## src/rtl/config_seq.sv

```systemverilog
// Configuration sequencer: boots the register bank with defaults, then round-robin
// arbitrates host/debug writes onto one write port. Boot is built only with CONFIG_SEQ_BOOT_EN.
module config_seq (
  input  logic       clk,
  input  logic       rst_n,
  input  logic       host_req,
  input  logic [1:0] host_addr,
  input  logic [1:0] host_data,
  output logic       host_gnt,
  input  logic       dbg_req,
  input  logic [1:0] dbg_addr,
  input  logic [1:0] dbg_data,
  output logic       dbg_gnt,
  output logic [1:0] config_addr,
  output logic [1:0] config_data,
  output logic       config_en,
  output logic       boot_done
);

  typedef enum logic [1:0] {
    BOOT  = 2'd0,
    ARB   = 2'd1,
    WRITE = 2'd2
  } state_t;

`ifdef CONFIG_SEQ_BOOT_EN
  localparam logic [1:0] CH0_REG_ADDR    = 2'h0;
  localparam logic [1:0] CH1_REG_ADDR    = 2'h1;
  localparam logic [1:0] CH2_REG_ADDR    = 2'h2;
  localparam logic [1:0] CRC_EN_REG_ADDR = 2'h3;
  localparam logic [1:0] CH0_DEFAULT     = 2'h0;
  localparam logic [1:0] CH1_DEFAULT     = 2'h1;
  localparam logic [1:0] CH2_DEFAULT     = 2'h2;
  localparam logic       CRC_EN_DEFAULT  = 1'b0;
  localparam state_t     RESET_STATE     = BOOT;

  logic [1:0] bcnt_q, bcnt_d;
`else
  localparam state_t     RESET_STATE     = ARB;
`endif

  state_t     state_q, state_d;
  logic       ptr_dbg_q, ptr_dbg_d;   // 1: debug has priority on a tie
  logic       win_dbg_q, win_dbg_d;   // winner of the write in flight
  logic       host_gnt_q, host_gnt_d;
  logic       dbg_gnt_q, dbg_gnt_d;
  logic       config_en_q, config_en_d;
  logic [1:0] config_addr_q, config_addr_d;
  logic [1:0] config_data_q, config_data_d;
  logic       boot_done_q, boot_done_d;

  always_comb begin
    state_d       = state_q;
    ptr_dbg_d     = ptr_dbg_q;
    win_dbg_d     = win_dbg_q;
    host_gnt_d    = 1'b0;
    dbg_gnt_d     = 1'b0;
    config_en_d   = 1'b0;
    config_addr_d = config_addr_q;
    config_data_d = config_data_q;
    boot_done_d   = boot_done_q;
`ifdef CONFIG_SEQ_BOOT_EN
    bcnt_d        = bcnt_q;
`endif

    case (state_q)
      BOOT: begin
`ifdef CONFIG_SEQ_BOOT_EN
        config_en_d = 1'b1;
        bcnt_d      = bcnt_q + 2'd1;
        case (bcnt_q)
          2'd0: begin config_addr_d = CH0_REG_ADDR;    config_data_d = CH0_DEFAULT; end
          2'd1: begin config_addr_d = CH1_REG_ADDR;    config_data_d = CH1_DEFAULT; end
          2'd2: begin config_addr_d = CH2_REG_ADDR;    config_data_d = CH2_DEFAULT; end
          default: begin
            config_addr_d = CRC_EN_REG_ADDR;
            config_data_d = {1'b0, CRC_EN_DEFAULT};
            state_d       = ARB;
          end
        endcase
`else
        state_d = ARB;
`endif
      end

      ARB: begin
        boot_done_d = 1'b1;
        if (host_req && (!dbg_req || !ptr_dbg_q)) begin
          state_d       = WRITE;
          win_dbg_d     = 1'b0;
          host_gnt_d    = 1'b1;
          config_en_d   = 1'b1;
          config_addr_d = host_addr;
          config_data_d = host_data;
        end else if (dbg_req) begin
          state_d       = WRITE;
          win_dbg_d     = 1'b1;
          dbg_gnt_d     = 1'b1;
          config_en_d   = 1'b1;
          config_addr_d = dbg_addr;
          config_data_d = dbg_data;
        end
      end

      WRITE: begin
        // Requests are not sampled here; the requester reacts to gnt first.
        state_d   = ARB;
        ptr_dbg_d = ~win_dbg_q;
      end

      default: state_d = RESET_STATE;
    endcase
  end

  always_ff @(posedge clk or negedge rst_n) begin
    if (!rst_n) begin
      state_q       <= RESET_STATE;
      ptr_dbg_q     <= 1'b0;
      win_dbg_q     <= 1'b0;
      host_gnt_q    <= 1'b0;
      dbg_gnt_q     <= 1'b0;
      config_en_q   <= 1'b0;
      config_addr_q <= 2'd0;
      config_data_q <= 2'd0;
      boot_done_q   <= 1'b0;
`ifdef CONFIG_SEQ_BOOT_EN
      bcnt_q        <= 2'd0;
`endif
    end else begin
      state_q       <= state_d;
      ptr_dbg_q     <= ptr_dbg_d;
      win_dbg_q     <= win_dbg_d;
      host_gnt_q    <= host_gnt_d;
      dbg_gnt_q     <= dbg_gnt_d;
      config_en_q   <= config_en_d;
      config_addr_q <= config_addr_d;
      config_data_q <= config_data_d;
      boot_done_q   <= boot_done_d;
`ifdef CONFIG_SEQ_BOOT_EN
      bcnt_q        <= bcnt_d;
`endif
    end
  end

  assign host_gnt    = host_gnt_q;
  assign dbg_gnt     = dbg_gnt_q;
  assign config_en   = config_en_q;
  assign config_addr = config_addr_q;
  assign config_data = config_data_q;
  assign boot_done   = boot_done_q;

endmodule
```

## config.mk

```make
export PLATFORM = sky130hd
export DESIGN_NAME = config_seq
export DESIGN_NICKNAME = d
export VERILOG_FILES = /design/src/rtl/config_seq.sv
export SDC_FILE = /design/constraint.sdc
export NUM_CORES = 1
export LEC_CHECK = 0
export CORE_AREA = 10 10 47 49
export DETAILED_ROUTE_END_ITERATION = 10
export DIE_AREA = 0 0 57 59
export GPL_TIMING_DRIVEN = 0
export PLACE_DENSITY = 0.68
export SYNTH_ARGS = -nofsm -noshare
export SYNTH_HDL_FRONTEND = slang
export SYNTH_SLANG_ARGS = --single-unit
```

## constraint.sdc

```tcl
create_clock -name clk -period 1.75 [get_ports clk]
set_input_delay 0.175 -clock clk [delete_from_list [all_inputs] [get_ports clk]]
set_output_delay 0.175 -clock clk [all_outputs]
set_load 0.02 [all_outputs]
```

==> results.yml <==
clocking:
  clock-sinks: 12
  cts_made_buffers: 3
  h-tree-depth: 1
  cts_hold_buf: 0
  cts_root_buf: "clkbuf_4"
  clk_path_buf_depth: 2
  cts_tree: "done"
  post_cts.repair.setup_buffers: 0
  insertion_delay_ns: 0.27
  cts_resized: 0
  clk_pin_slew_ns: 0.07
status:
  outcome: "finished, final reports clean"
placed_design:
  gp_congestion: 0.636
  dpl_worst_slack_ns: -0.00898
  placed_area_sq_um: 678
  placed_cells: 69
  io_buffer_count: 19
global_route:
  antenna_found_initial: 0
  gr-total-overflow: 0
  grt_start_max_net_pins: 13
  grt_use_total: 0.0638
  grt_first_pass_wirelength_mm: 1.68
  grt_pass1_vias: 378
sta:
  rsz0062_at_grt: "no"
  skew_ns: 0.000262
  tns_ns: 0
  setup_viol: 0
  slew_viol_final: 0
  slew_headroom: 0.652
  hold_violations: 0
  setup_ws_ns: 0.303
  worst_slew_pin_slew_ns: 0.520
  worst_hold_slack_ns: 0.247
  fin_crit_ns: 1.45
  max_freq_mhz: 691
  fin_crit_sh: 0.827
cells_and_area:
  diodes: 0
  layout-drive-gt1-share: 0.228
  nets: 70
  stdcell_count: 73
  post-route-cell-area_sq_um: 714
  post-route-util: 0.510
  syn2layout_area_growth_pct: 52.7
  nFillCells: 139
yosys:
  synth_area_sq_um: 468
  syn_area_per_cell_sq_um: 13.8
  syn_inst: 34
  yosysUniqueCellTypes: 16
  ys_ff_latch: 12
  yosysSeqAreaShare: 0.644
  synth_fp_nets: 46
  yosys_warnings: 0
floorplanning:
  core_sq_um: 1400
  dieArea_sq_um: 3360
  dieHeight_microns: 59
  num_rows: 14
  ios: 20
  die_w_microns: 57
  start_util: 0.334
power_and_ir_drop:
  total_leakage_power_nw: 0.305
  seq_power_share: 0.401
  pwr-share-clk: 0.188
  intPower_mw: 0.780
  switchingPower_mw: 0.370
  combPwrFrac: 0.411
  peakVddDrop_mv: 0.698
  finalPower_mw: 1.15
  p_sw_frac: 0.322
  power_density_nw_per_um2: 1610
critical_path:
  critical-path-top-delay-family: "multiplexers"
  r2r_slack_ns: 0.31
  cp-end-kind: "register"
  startpoint_type: "input pin"
  r2r_end: "config_addr[1]"
  crit_required_ns: 1.91
  crit_type: "in -> reg"
  cpPeakStageDelay_ns: 0.48
  cp_cell_sequence: "clkdlybuf4s50_1 > a21boi_2 > mux2_1 > mux2_2"
  reg2regPathDepth: 4
  cp.arrival_ns: 1.61
  critPathBufInv: 1
  crit_fanout: 6
  regToRegStartpoint: "state_q[0]"
  cp_slowest_cell: "clkdlybuf4s50_1"
route:
  drt-met1-wl_microns: 368
  met3WireLength_microns: 133
  wire_per_inst_microns: 13.6
  dr_wl_met2_microns: 489
  drt_iter0_markers: 6
  vias: 329
  drc: 0
  ant_nets: 0
  drtPass1Iterations: 4
  finalWirelength_microns: 990
  via_per_inst: 4.51
  top_layer: "met3"
min_path:
  worstHoldPathType: "in -> async"
flow_run:
  maxCapViolCount: 0
[Yosys cell counts]
master	count	area share
inv_2	1	0.0080
a21boi_2	1	0.024
nand2b_1	1	0.013
o21ai_0	1	0.011
o21ai_1	1	0.011
nor2b_2	1	0.019
nand2_1	2	0.016
nor2_1	2	0.016
a21oi_1	1	0.011
and2_1	1	0.013
mux2_1	4	0.096
inv_1	1	0.0080
dfstp_2	1	0.056
or2_2	1	0.013
dfrtp_1	11	0.59
mux2_2	4	0.096
[logic make-up (layout without fill, tap and decap cells)]
kind of cell | count (synthesis) | in the layout | synth area share
multiplexers | 8 | 8 | 0.192
AND/OR/NAND/NOR | 8 | 8 | 0.0910
flip-flops | 12 | 12 | 0.644
AO/OA/AOI/OAI | 4 | 4 | 0.0561
buffers and inverters | 2 | 25 | 0.0160
[power by group through the flow]
stage / clock, mW / sequential, mW / combinational (mW)
finish: 0.216 / 0.461 / 0.473
global route: 0.233 / 0.478 / 0.521
CTS: 0.224 / 0.464 / 0.484
detailed placement: 0 / 0.469 / 0.481
global placement: 0 / 0.462 / 0.477
floorplan: 0 / 0.555 / 0.168
[final cells by class]
type | instances | area, sq um | share of cell area
flip-flops and latches | 12 | 302 | 0.422
clock buffers | 4 | 36.3 | 0.0508
repair buffers | 19 | 190 | 0.266
multi-input cells | 20 | 159 | 0.222
inverters | 2 | 7.51 | 0.0105
well taps | 16 | 20.0 | 0.0280
[cells in the final DEF, fill, tap and decap left out, drive strengths merged]
cell type	netlist	final
dfrtp	11	11
inv	2	2
and2	1	1
o21ai	2	2
nor2	2	2
a21boi	1	1
dfstp	1	1
nand2b	1	1
a21oi	1	1
nand2	2	2
or2	1	1
mux2	8	8
clkbuf	0	4
clkdlybuf4s50	0	19
nor2b	1	1
[sequential cells by signal, summed over array words and instances, names as in the netlist]
register     cells
boot_done        1
config_en        1
win_dbg_q        1
dbg_gnt          1
host_gnt         1
state_q          2
config_data      2
config_addr      2
ptr_dbg_q        1
[worst max-delay path by stage]
| stage | depth (start not counted) | slack, ns | endpoint | startpoint |
|---|---|---|---|---|
| after global routing | 4 | 0.17 | config_addr[1] | state_q[0] |
| after global placement | 4 | -0.003 | config_data[1] | dbg_req |
| after detailed placement | 4 | -0.009 | config_data[1] | dbg_req |
| after floorplan | 4 | 0.42 | config_addr[0] | state_q[0] |
| after CTS | 4 | 0.28 | config_data[1] | dbg_req |
| final | 4 | 0.30 | config_data[0] | dbg_req |
[routing by layer]
| layer | up-vias | track usage |
|---|---|---|
| met4 | 0 | 0.0503 |
| met2 | 13 | 0.0961 |
| li1 | 158 | - |
| met1 | 158 | 0.0562 |
| met3 | 0 | 0.0494 |
| met5 | - | 0 |
Power figures use the tool's default switching activity.
